[config.mk]
export PLATFORM = sky130hd
export DESIGN_NAME = peak_detect
export DESIGN_NICKNAME = d
export VERILOG_FILES = /design/src/rtl/pr3_pkg.sv /design/src/rtl/phase_wrap.sv /design/src/rtl/peak_detect.sv
export SDC_FILE = /design/constraint.sdc
export NUM_CORES = 1
export LEC_CHECK = 0
export CAP_MARGIN = 10
export CORE_UTILIZATION = 55
export DETAILED_ROUTE_END_ITERATION = 8
export PLACE_DENSITY = 0.85
export RECOVER_POWER = 100
export SYNTH_ARGS = -nofsm -noshare
export SYNTH_HDL_FRONTEND = slang
export SYNTH_SLANG_ARGS = --single-unit
[constraint.sdc]
create_clock -name clk -period 8.3 [get_ports clk]
set_input_delay 1.66 -clock clk [delete_from_list [all_inputs] [get_ports clk]]
set_output_delay 1.66 -clock clk [all_outputs]
set_load 0.01 [all_outputs]
[src/rtl/pr3_pkg.sv]
// Shared types and constants for the peak detector: Q3.13 phase type,
// the +/-pi wrap constants and the run FSM encoding.
package pr3_pkg;

   typedef logic signed [15:0] phase_t;

   localparam logic signed [16:0] PHASE_PI  = 17'sd25736;
   localparam logic signed [16:0] PHASE_2PI = 17'sd51472;

   typedef enum logic [1:0] {
      IDLE    = 2'd0,
      SEARCH  = 2'd1,
      CAPTURE = 2'd2,
      EMIT    = 2'd3
   } state_t;

endpackage

[src/rtl/phase_wrap.sv]
// Combinational Q3.13 phase difference ph_i - ref_i, wrapped into (-pi, pi].
module phase_wrap
   import pr3_pkg::*;
(
   input  logic [15:0] ph_i,
   input  logic [15:0] ref_i,
   output logic [15:0] diff_o
);

   logic signed [16:0] raw_s;
   logic signed [16:0] wrap_s;

   // 17-bit difference so two full-range phases never overflow before the wrap.
   always_comb begin
      raw_s = $signed({ph_i[15], ph_i}) - $signed({ref_i[15], ref_i});
      if (raw_s > PHASE_PI) begin
         wrap_s = raw_s - PHASE_2PI;
      end else if (raw_s <= -PHASE_PI) begin
         wrap_s = raw_s + PHASE_2PI;
      end else begin
         wrap_s = raw_s;
      end
   end

   assign diff_o = 16'(wrap_s);

endmodule

[src/rtl/peak_detect.sv]
// Finds the strongest positive-frequency bin of antenna 0 in each run of NSINK
// spectra, captures the other antennas' phase at that bin and emits one result.
module peak_detect
   import pr3_pkg::*;
#(
   parameter int NSINK  = 3,
   parameter int FFT    = 11,
   parameter int MWIDTH = 25,
   parameter int MINBIN = 1,
   parameter int BIN_HZ = 9766
)
(
   input  logic              clk,
   input  logic              reset,
   input  logic              sink_valid,
   input  logic              sink_sop,
   input  logic              sink_eop,
   input  logic [MWIDTH-1:0] sink_mag,
   input  logic [15:0]       sink_phase,
   output logic              source_valid,
   output logic [FFT-1:0]    source_bin,
   output logic [MWIDTH-1:0] source_mag,
   output logic [23:0]       source_freq,
   output logic [15:0]       source_phaseA,
   output logic [15:0]       source_phaseB,
   output logic              error
);

   localparam int CW = $clog2(NSINK);
   localparam int PW = FFT + 24;
   localparam logic [FFT-1:0] LAST_BIN = {FFT{1'b1}};
   localparam logic [FFT-1:0] MIN_BIN  = FFT'(MINBIN);
   localparam logic [FFT-1:0] HALF_BIN = FFT'(2 ** (FFT - 1));
   localparam logic [PW-1:0]  FREQ_MAX = PW'({24{1'b1}});

   state_t            state_q, state_d;
   logic [FFT-1:0]    bin_q, bin_d;
   logic [CW-1:0]     ch_q, ch_d;
   logic [MWIDTH-1:0] best_mag_q, best_mag_d;
   logic [FFT-1:0]    best_bin_q, best_bin_d;
   logic [15:0]       ph0_q, ph0_d;
   logic [15:0]       ph1_q, ph1_d;
   logic [15:0]       ph2_q, ph2_d;

   logic              st_vld_q, st_vld_d;
   logic [FFT-1:0]    st_bin_q, st_bin_d;
   logic [MWIDTH-1:0] st_mag_q, st_mag_d;
   logic [23:0]       st_freq_q, st_freq_d;
   logic [15:0]       st_pha_q, st_pha_d;
   logic [15:0]       st_phb_q, st_phb_d;

   logic              src_vld_q, src_vld_d;
   logic [FFT-1:0]    src_bin_q, src_bin_d;
   logic [MWIDTH-1:0] src_mag_q, src_mag_d;
   logic [23:0]       src_freq_q, src_freq_d;
   logic [15:0]       src_pha_q, src_pha_d;
   logic [15:0]       src_phb_q, src_phb_d;
   logic              err_q, err_d;

   logic [FFT-1:0]    cur_bin_s;
   logic              restart_s;
   logic [PW-1:0]     prod_s;
   logic [23:0]       freq_s;
   logic [15:0]       diff_a_s;
   logic [15:0]       diff_b_s;

   phase_wrap u_wrap_a (
      .ph_i   (ph1_q),
      .ref_i  (ph0_q),
      .diff_o (diff_a_s)
   );

   phase_wrap u_wrap_b (
      .ph_i   (ph2_q),
      .ref_i  (ph0_q),
      .diff_o (diff_b_s)
   );

   assign prod_s = PW'(best_bin_q) * PW'(BIN_HZ);
   assign freq_s = (prod_s > FREQ_MAX) ? 24'hFF_FFFF : prod_s[23:0];

   // Next-state logic: EMIT snapshot, then the current beat (restart first, then search/capture, then framing).
   always_comb begin
      state_d    = state_q;
      bin_d      = bin_q;
      ch_d       = ch_q;
      best_mag_d = best_mag_q;
      best_bin_d = best_bin_q;
      ph0_d      = ph0_q;
      ph1_d      = ph1_q;
      ph2_d      = ph2_q;
      st_vld_d   = 1'b0;
      st_bin_d   = st_bin_q;
      st_mag_d   = st_mag_q;
      st_freq_d  = st_freq_q;
      st_pha_d   = st_pha_q;
      st_phb_d   = st_phb_q;
      src_vld_d  = 1'b0;
      src_bin_d  = src_bin_q;
      src_mag_d  = src_mag_q;
      src_freq_d = src_freq_q;
      src_pha_d  = src_pha_q;
      src_phb_d  = src_phb_q;
      err_d      = 1'b0;
      cur_bin_s  = bin_q;
      restart_s  = 1'b0;

      if (st_vld_q) begin
         src_vld_d  = 1'b1;
         src_bin_d  = st_bin_q;
         src_mag_d  = st_mag_q;
         src_freq_d = st_freq_q;
         src_pha_d  = st_pha_q;
         src_phb_d  = st_phb_q;
      end else begin
         src_vld_d  = 1'b0;
      end

      if (state_q == EMIT) begin
         st_vld_d  = 1'b1;
         st_bin_d  = best_bin_q;
         st_mag_d  = best_mag_q;
         st_freq_d = freq_s;
         st_pha_d  = diff_a_s;
         st_phb_d  = diff_b_s;
         state_d   = IDLE;
      end else begin
         st_vld_d  = 1'b0;
      end

      // The only legal sop inside a run is the first beat of a capture spectrum.
      if (sink_valid && sink_sop) begin
         cur_bin_s = '0;
         restart_s = !((state_q == CAPTURE) && (bin_q == '0));
         err_d     = (state_q == SEARCH) || ((state_q == CAPTURE) && (bin_q != '0));
      end else begin
         cur_bin_s = bin_q;
         restart_s = 1'b0;
      end

      if (restart_s) begin
         state_d    = SEARCH;
         ch_d       = '0;
         best_mag_d = '0;
         best_bin_d = MIN_BIN;
         ph0_d      = '0;
         ph1_d      = '0;
         ph2_d      = '0;
      end else begin
         ch_d       = ch_q;
      end

      if (sink_valid && ((state_d == SEARCH) || (state_d == CAPTURE))) begin
         case (state_d)
            SEARCH: begin
               if ((cur_bin_s >= MIN_BIN) && (cur_bin_s < HALF_BIN) && (sink_mag > best_mag_d)) begin
                  best_mag_d = sink_mag;
                  best_bin_d = cur_bin_s;
                  ph0_d      = sink_phase;
               end else begin
                  best_bin_d = best_bin_d;
               end
            end
            CAPTURE: begin
               if (cur_bin_s == best_bin_d) begin
                  case (ch_d)
                     CW'(1):  ph1_d = sink_phase;
                     CW'(2):  ph2_d = sink_phase;
                     default: ph1_d = ph1_d;
                  endcase
               end else begin
                  ph1_d = ph1_d;
               end
            end
            default: state_d = state_d;
         endcase

         if (sink_eop) begin
            bin_d = '0;
            if (cur_bin_s != LAST_BIN) begin
               err_d   = 1'b1;
               state_d = IDLE;
            end else if (state_d == SEARCH) begin
               state_d = CAPTURE;
               ch_d    = CW'(1);
            end else if (ch_d == CW'(NSINK - 1)) begin
               state_d = EMIT;
            end else begin
               ch_d    = ch_d + 1'b1;
            end
         end else if (cur_bin_s == LAST_BIN) begin
            bin_d   = '0;
            err_d   = 1'b1;
            state_d = IDLE;
         end else begin
            bin_d   = cur_bin_s + 1'b1;
         end
      end else begin
         bin_d = bin_q;
      end
   end

   // All state, result stage and output registers; synchronous active-low reset.
   always_ff @(posedge clk) begin
      if (!reset) begin
         state_q    <= IDLE;
         bin_q      <= '0;
         ch_q       <= '0;
         best_mag_q <= '0;
         best_bin_q <= MIN_BIN;
         ph0_q      <= '0;
         ph1_q      <= '0;
         ph2_q      <= '0;
         st_vld_q   <= 1'b0;
         st_bin_q   <= '0;
         st_mag_q   <= '0;
         st_freq_q  <= '0;
         st_pha_q   <= '0;
         st_phb_q   <= '0;
         src_vld_q  <= 1'b0;
         src_bin_q  <= '0;
         src_mag_q  <= '0;
         src_freq_q <= '0;
         src_pha_q  <= '0;
         src_phb_q  <= '0;
         err_q      <= 1'b0;
      end else begin
         state_q    <= state_d;
         bin_q      <= bin_d;
         ch_q       <= ch_d;
         best_mag_q <= best_mag_d;
         best_bin_q <= best_bin_d;
         ph0_q      <= ph0_d;
         ph1_q      <= ph1_d;
         ph2_q      <= ph2_d;
         st_vld_q   <= st_vld_d;
         st_bin_q   <= st_bin_d;
         st_mag_q   <= st_mag_d;
         st_freq_q  <= st_freq_d;
         st_pha_q   <= st_pha_d;
         st_phb_q   <= st_phb_d;
         src_vld_q  <= src_vld_d;
         src_bin_q  <= src_bin_d;
         src_mag_q  <= src_mag_d;
         src_freq_q <= src_freq_d;
         src_pha_q  <= src_pha_d;
         src_phb_q  <= src_phb_d;
         err_q      <= err_d;
      end
   end

   assign source_valid  = src_vld_q;
   assign source_bin    = src_bin_q;
   assign source_mag    = src_mag_q;
   assign source_freq   = src_freq_q;
   assign source_phaseA = src_pha_q;
   assign source_phaseB = src_phb_q;
   assign error         = err_q;

endmodule
## Word-level counts from Yosys, hierarchy flattened

Cells that the tools add are included.
Widths: inputs -> output; s select.

| operators by class | value |
|---|---|
| equal/unequal tests | 11 |
| reductions and logical operators | 11 |
| multipliers | 1 |
| multiplexer cells | 53 |
| $add $sub $neg | 8 |
| $lt $le $gt $ge | 8 |

Operator list:

| cell | count |
|---|---|
| $mux 16 | 18 |
| $mux 25 | 4 |
| $mux 11 | 7 |
| $gt 17x16->1 const B | 2 |
| $le 17x16->1 const B | 2 |
| $sub 16x16->17 | 2 |
| $add 16x15->16 const B | 2 |
| $sub 16x15->16 const B | 2 |
| $mux 2 | 15 |
| $gt 25x24->1 const B | 1 |
| $gt 25x25->1 | 1 |
| $mul 11x13->24 const B | 1 |
| $mux 24 | 1 |
| $add 11x1->11 const B | 1 |
| $eq 11x11->1 | 1 |
| $eq 11x11->1 const B | 1 |
| $ge 11x1->1 const B | 1 |
| $logic_not 11->1 | 1 |
| $lt 11x11->1 const B | 1 |
| $ne 11x11->1 const B | 1 |
| $reduce_bool 11->1 | 1 |
| $eq 2x1->1 const B | 4 |
| $eq 2x2->1 const B | 4 |
| $mux 1 | 8 |
| other kinds (4) | 10 |

| storage, ports and cells | value |
|---|---|
| input port bits | 46 |
| flip-flop bits (word level) | 286 |
| word-level logic and storage cells | 113 |
| output and inout port bits | 94 |

## Depth between registers and ports, before layout

Gate-level depths: netlist of run 1.

| logic depth | value |
|---|---|
| depth after elaboration | 14 |
| mapped depth | 22 |
| mapped depth without buffers | 20 |

## Modules after synthesis

Synthesis of run 1 repeated with hierarchy kept, for this count alone.

| second synthesis, totals | value |
|---|---|
| cell total of the unflattened synthesis | 2033 |
| area, all modules | 17486.8 µm² |

By module, submodules not included:

| module | seq. area each (µm²) | area an instance (µm²) | cells an instance | times used |
|---|---|---|---|---|
| peak_detect | 5725.5 | 13838.3 | 1525 | 1 |
| phase_wrap | 0.0 | 1824.2 | 254 | 2 |

## Worst setup path before layout of run 1

No wires, ideal clock.

| timing path | value |
|---|---|
| path kind | input to register |
| start point | input sink_valid |
| end point | register best_bin_q[0] |
| cell stages on the path | 21 |
| required time | 8.158 ns |
| slack | 2.781 ns |
| setup time | 0.142 ns |
| buffers on the path | 7 |
| arrival time | 5.377 ns |
| path through | nand2_1 clkbuf_1 buf_1 a21o_1 clkbuf_1 clkbuf_1 buf_1 nand2_1 ha_1 a21o_1 a21o_1 a21o_1 a21oi_1 nor2b_1 o211ai_1 o311ai_0 o21ai_0 a31oi_1 clkbuf_1 clkbuf_1 mux2i_1 |

| on the way | value |
|---|---|
| cells in the longest elaborated chain, start to end | 8 |
| elaborated cells between the ends (all ways) | 18 |
| those cells by class | order compare (3); eq/ne (2); mux (8); reduce/logical (5) |

RTL lines:

| what | RTL line | source |
|---|---|---|
| start: declaration | peak_detect.sv:15 | `input logic sink_valid,` |
| $logic_and 1x1->1 | peak_detect.sv:132 | `if (sink_valid && sink_sop) begin` |
| $mux 1 / $mux 11 (equally long branches) | peak_detect.sv:132 |  |
| $mux 25, or another cell as far along | peak_detect.sv:141 | `if (restart_s) begin` |
| $gt 25x25->1 / $logic_and 1x1->1 (equally long branches) | peak_detect.sv:156 | `if ((cur_bin_s >= MIN_BIN) && (cur_bin_s < HALF_BIN) && (sink_mag > best_mag_d)) begin` |
| $logic_and 1x1->1 | peak_detect.sv:156 |  |
| $mux 11 | peak_detect.sv:156 |  |
| $mux 11 | peak_detect.sv:154 | `case (state_d)` |
| $mux 11 * | peak_detect.sv:153 | `if (sink_valid && ((state_d == SEARCH) \|\| (state_d == CAPTURE))) begin` |
| end signal: assignment | peak_detect.sv:232 | `best_bin_q <= best_bin_d;` |
| end: declaration | peak_detect.sv:40 | `logic [FFT-1:0] best_bin_q, best_bin_d;` |

Mark *: on every way between the ends. The rest lies on a longest branch, timed or not.
A chain may end at the register's enable or synchronous reset.

## Final worst setup path of run 1

| timing path | value |
|---|---|
| start point | input sink_valid |
| end point | register best_bin_q[1] |

The elaborated chain is that of the path after synthesis.

==> flow_summary.ini, run 1 <==
[grt]
grt_antenna_before_repair = 0
grt_pass1_wl_um = 65000
grt_overflow = 0
grt_pass1_vias = 13500
grt_max_degree = 115
grt_use_total_pct = 25.0

[timing]
clock_skew_ns = 0.0181
finalHoldViolCount = 0
hold_slack_ns = 0.457
fin_setup_tns_ns = 0
maxSlewViolCount = 328
post-route-period-util_pct = 79.4
tightest_slew_ns = 3.66
setup_viol = 0
rsz0062_at_grt = no
period_needed_ns = 6.59
max_slew_margin_pct = -144
max_freq_ghz = 0.152

[run_status]
status = complete, but fails checks
violations = max-capacitance violations, max-slew violations

[clock_tree]
clockBufferDepth = 3
h-tree-depth = 1
clk_pin_slew_worst_paths_ns = 0.06
clock-root-buffer = clkbuf_16
cts_sinks = 286
postCtsHoldBufs = 0
tritoncts = yes
cts_resized = 0
clk_latency_ns = 0.56
cts_setup_buffers = 0
cts-buffers-inserted = 30

[placed_design]
io_buffers = 139
dpl.cell_count = 2372
place.gp.congestion = 0.897
placed_area_sq_um = 18300
dp_hpwl_um = 28000

[power_and_ir_drop]
switching_share_pct = 23.3
switching_power_mw = 0.670
cellLeakagePower_nw = 8.08
power-per-cell-area_nw_per_um2 = 149
p_clk_share_pct = 46.5
seqPwrFrac_pct = 47.9
p_int_mw = 2.20
power.share.combinational_pct = 5.6
vdd_ir_drop_max_v = 0.000150

[synthesis]
ys_async_sr_fraction_pct = 0
synth.avg_cell_area_sq_um = 8.61
syn-cell-area_sq_um = 16800
synth_top_area_share_pct = 34.1
synth-edff-count = 0
netlist_top_cells_count = dfxtp_1, nand2_1, nor2_1
yosysMostFrequentCell = dfxtp_1
ys_types = 89
yosysTopAreaCell = dfxtp_1
seq_area_frac_synth_pct = 34.1
synthFlopType = dfxtp_1
synth_cells = 1947
syn_nets = 2157
yosys-top-cells-area = dfxtp_1, mux2i_1, ha_1
ys_warn_count = 0
synth-seq-cells = 286

[critical_path]
cp.arrival_ns = 7.06
critical_path_class = in2reg
worst_setup_path_start_kind = input pin
end_kind = flop
required_ns = 8.77
cp_max_fo = 57

[drt]
dr.first_iter.drc_count = 1033
viasPerCell = 5.80
wl_um = 39500
drc_errors = 0
ant_nets = 0
dr.pass1.iters = 6
routed-via-count = 14100
wl_per_cell_um = 16.3

[floorplan]
core_area_sq_um = 29800
start_util_pct = 56.3
die_height_um = 177
fp.dieW_um = 177
fp-row-count = 63
dieArea_sq_um = 31200
io_pins = 140

[final_layout]
syn_to_final_growth_pct = 14.5
fin_nets = 2224
drive_gt1_share_pct = 4.71
diodes = 0
final_cells = 2428
design_area_sq_um = 19200

[hold_path]
min_path_type = reg2reg

[flow_run]
cap_viol_max_count = 6
==> registers in the layout, indices dropped and copies added, names as in the netlist, 24 cells and up <==
signal,count
best_mag_q,25
source_freq,24
source_mag,25
st_freq_q,24
st_mag_q,25
==> power groups by stage <==
stage / registers, mW / clock network (mW) / logic, mW
final: 1.38 / 1.34 / 0.160
after global routing: 1.37 / 1.42 / 0.175
after CTS: 1.38 / 1.36 / 0.161
after detailed placement: 1.41 / 0 / 0.159
after global placement: 1.41 / 0 / 0.157
after floorplan: 1.41 / 0 / 0.105
==> kinds of logic after synthesis <==
group | Yosys count | share of synthesized area (%)
flip-flops | 286 | 34.1
multiplexers | 179 | 10.7
AO/OA/AOI/OAI | 375 | 15.3
buffers and inverters | 212 | 5.01
AND/OR/NAND/NOR | 670 | 18.2
adder cells (fa/ha/maj) | 164 | 13.3
XOR/XNOR | 61 | 3.39
==> worst paths after layout <==
check | cells after the start | start | slack, ns | endpoint
worst max-delay path | 15 | sink_valid | 1.71 | best_bin_q[1]
worst min-delay path | 2 | st_bin_q[0] | 0.46 | st_bin_q[0]
worst max register to register | 18 | best_bin_q[5] | 1.81 | st_freq_q[6]
worst min register to register | 2 | st_bin_q[0] | 0.46 | st_bin_q[0]
==> worst max-delay path, stage by stage <==
cell,delay (ns)
dlygate4sd3_1,0.61
nand2_1,0.10
buf_4,0.31
a21o_1,1.24
nand2_1,0.26
inv_1,0.13
ha_1,0.24
nor2b_1,0.33
clkbuf_1,0.31
nand3_1,0.12
nor2_1,0.09
o21ai_0,0.13
a31oi_4,0.49
buf_4,0.66
mux2i_1,0.29
==> layout by cell type (no fill, tap or decap), drive strengths merged, types with 5 or more instances in the layout <==
cell,Yosys,layout
o21a,13,13
a211oi,14,14
and3,13,13
a211o,5,5
a21o,15,15
nor3,15,15
dlygate4sd3,0,95
xnor2,34,34
a22oi,8,8
nand3,97,97
nand2,215,215
nor2,203,203
a221oi,5,5
mux2i,178,178
a32oi,5,5
o311ai,8,8
or3,14,14
nand2b,20,20
clkinv,1,12
o21ai,71,71
xor2,27,27
a31oi,19,19
o21bai,9,9
clkdlybuf4s50,0,43
o221ai,5,5
clkinvlp,0,5
o221a,6,6
fa,23,23
inv,98,99
nor2b,16,16
clkbuf,83,39
ha,141,141
dfxtp,286,286
a21oi,124,124
and2,42,42
nand4,13,13
buf,30,7
o211ai,16,16
o31ai,5,5
==> layer usage <==
metal,vias to the layer above,track usage (%),part of all wire [%],wire length (um)
met5,-,0,0,0
met4,0,7.00,2.4,954
met3,66,3.06,4.5,1800
met2,357,44.1,50,19800
met1,6711,31.9,43,17000
li1,6945,-,-,-
==> stage by stage <==
| step | utilization [%] | setup WS, ns | power [mW] |
|---|---|---|---|
| finish | 64.5 | 1.71 | 2.87 |
| global route | 64.5 | 1.15 | 2.97 |
| CTS | 64.6 | 2.36 | 2.89 |
| detailed placement | 61.3 | 2.02 | 1.57 |
| global placement | 61.3 | 2.12 | 1.56 |
| floorplan | - | 2.78 | 1.51 |
==> cell type report <==
type / instances / area [sq um]
clock buffers: 36 / 783
clock inverters: 20 / 200
inverters: 99 / 373
flip-flops and latches: 286 / 5730
fillers: 2438 / 10600
multi-input cells: 1449 / 10200
repair buffers: 148 / 1450
well taps: 390 / 488
(Power assumes the default switching activity.)
==> run 2, diff against run 1 <==
CORE_UTILIZATION = 53   (was 55)
PLACE_DENSITY = 0.86   (was 0.85)
clock period = 5.43 ns   (was 8.3 ns; I/O delays follow)
==> flow_summary.ini, run 2 (synthesized netlist as in run 1, its figures left out) <==
[drt]
drc_errors = 22
dr.first_iter.drc_count = 1127
wl_met3_um = 2110
wl_met1_um = 18100
ant_nets = 0
dr.pass1.iters = 7
wl_um = 42100
viasPerCell = 5.91
top_layer = met4
routed-via-count = 14400
wl_per_cell_um = 17.2
wl_met2_um = 20900

[grt]
grt_max_degree = 156
grt_overflow = 0
grt_use_total_pct = 25.3
grt_antenna_before_repair = 0
grt_pass1_wl_um = 69000
grt_pass1_vias = 14100

[clock_tree]
cts_setup_buffers = 0
cts_sinks = 286
cts-buffers-inserted = 30
cts_resized = 0
clock-root-buffer = clkbuf_16
tritoncts = yes
clk_pin_slew_worst_paths_ns = 0.06
h-tree-depth = 1
clk_latency_ns = 0.57
clockBufferDepth = 3
postCtsHoldBufs = 0

[critical_path]
critical_path_class = reg2reg
cp_cell_sequence = ha_1, ha_1, inv_1, fa_1, inv_1, fa_1, fa_1, ha_1, a21o_1, a21o_1, a21o_1, a21oi_2, inv_1, o311ai_2, a31oi_1, xnor2_1, nand2_1, o221a_2
cp_max_fo = 6
cp_slowest_stage_delay_ns = 0.50
cp_slowest_cell = fa_1
required_ns = 5.87
worst_setup_path_start_kind = flop
end_kind = flop
cp.arrival_ns = 5.61

[floorplan]
dieArea_sq_um = 32400
fp-row-count = 64
start_util_pct = 54.4
io_pins = 140
die_height_um = 180
fp.dieW_um = 180
core_area_sq_um = 30800

[final_layout]
fin_nets = 2234
layout_common_cells = dfxtp_1, nand2_1, nor2_1
multi_input_area_sq_um = 10200
final_common_cell = dfxtp_1
n_fill_cell = 2546
final_cells = 2444
drive_gt1_share_pct = 5.37
design_area_sq_um = 19400
seq_area_sq_um = 5730
fin_util_pct = 62.9
syn_to_final_growth_pct = 15.7

[timing]
clock_skew_ns = 0.0139
max_slew_margin_pct = -148
maxSlewViolCount = 244
post-route-period-util_pct = 95.2
period_needed_ns = 5.17
rsz0062_at_grt = no
finalHoldViolCount = 0
hold_slack_ns = 0.457
max_freq_ghz = 0.194
fin_setup_tns_ns = 0
setup_viol = 0
tightest_slew_ns = 3.72
fin_ws_ns = 0.263

[power_and_ir_drop]
p_int_mw = 3.51
vdd_ir_drop_max_v = 0.000245
switching_share_pct = 22.8
p_total_mw = 4.54
seqPwrFrac_pct = 46.3
cellLeakagePower_nw = 8.16
power-per-cell-area_nw_per_um2 = 234
power.share.combinational_pct = 5.5
switching_power_mw = 1.04
p_clk_share_pct = 48.2

[run_status]
status = complete, but fails checks
violations = design-rule violations, max-capacitance violations, max-slew violations

[placed_design]
placed_area_sq_um = 18400
dpl.cell_count = 2388
place.gp.congestion = 0.921
pre_cts_ws_ns = 0.177
dp_hpwl_um = 29500
io_buffers = 139

[flow_run]
cap_viol_max_count = 2

[hold_path]
min_path_type = reg2reg
run 2: cell types whose count changed in the layout (fill, tap and decap cells not counted), moves of 2 or more:
cell	delta
clkbuf_8	+3
bufinv_16	+2
buf_4	+7
clkbuf_1	+2
o21ai_0	-2
clkinv_2	-7
run 2: layout make-up:
cell class              count  share of cell area (%)
flip-flops and latches    286                    29.5
multi-input cells        1449                    52.7
well taps                 396                    2.55
diodes                      1                  0.0129
clock buffers              40                    4.27
clock inverters            15                    1.17
inverters                  99                    1.93
repair buffers            158                    7.87
run 2: layer usage:
metal  track usage [%]  vias to the layer above
li1                  -                     6962
met2              45.2                      409
met4              7.34                        0
met1              32.0                     6993
met3              2.65                       80
met5                 0                        -
run 2: final timing paths:
path / start / endpoint / slack [ns] / cells after the start
max: best_bin_q[6] / st_freq_q[5] / 0.26 / 18
min: st_mag_q[19] / st_mag_q[19] / 0.46 / 2
min reg2reg: st_mag_q[19] / st_mag_q[19] / 0.46 / 2
max reg2reg: best_bin_q[6] / st_freq_q[5] / 0.26 / 18
run 2: critical path, delay by kind of cell (launching register included):
kind	cells	cell delay, ns
XOR/XNOR	1	0.19
buffers and inverters	3	0.20
adder cells (fa/ha/maj)	6	2.44
AO/OA/AOI/OAI	7	1.59
AND/OR/NAND/NOR	1	0.20
flip-flops	1	0.43
run 2: power groups by stage:
stage	combinational [mW]	sequential [mW]	clock, mW
global route	0.273	2.10	2.30
CTS	0.250	2.10	2.22
detailed placement	0.247	2.15	0
finish	0.252	2.10	2.19
global placement	0.242	2.15	0
floorplan	0.160	2.15	0
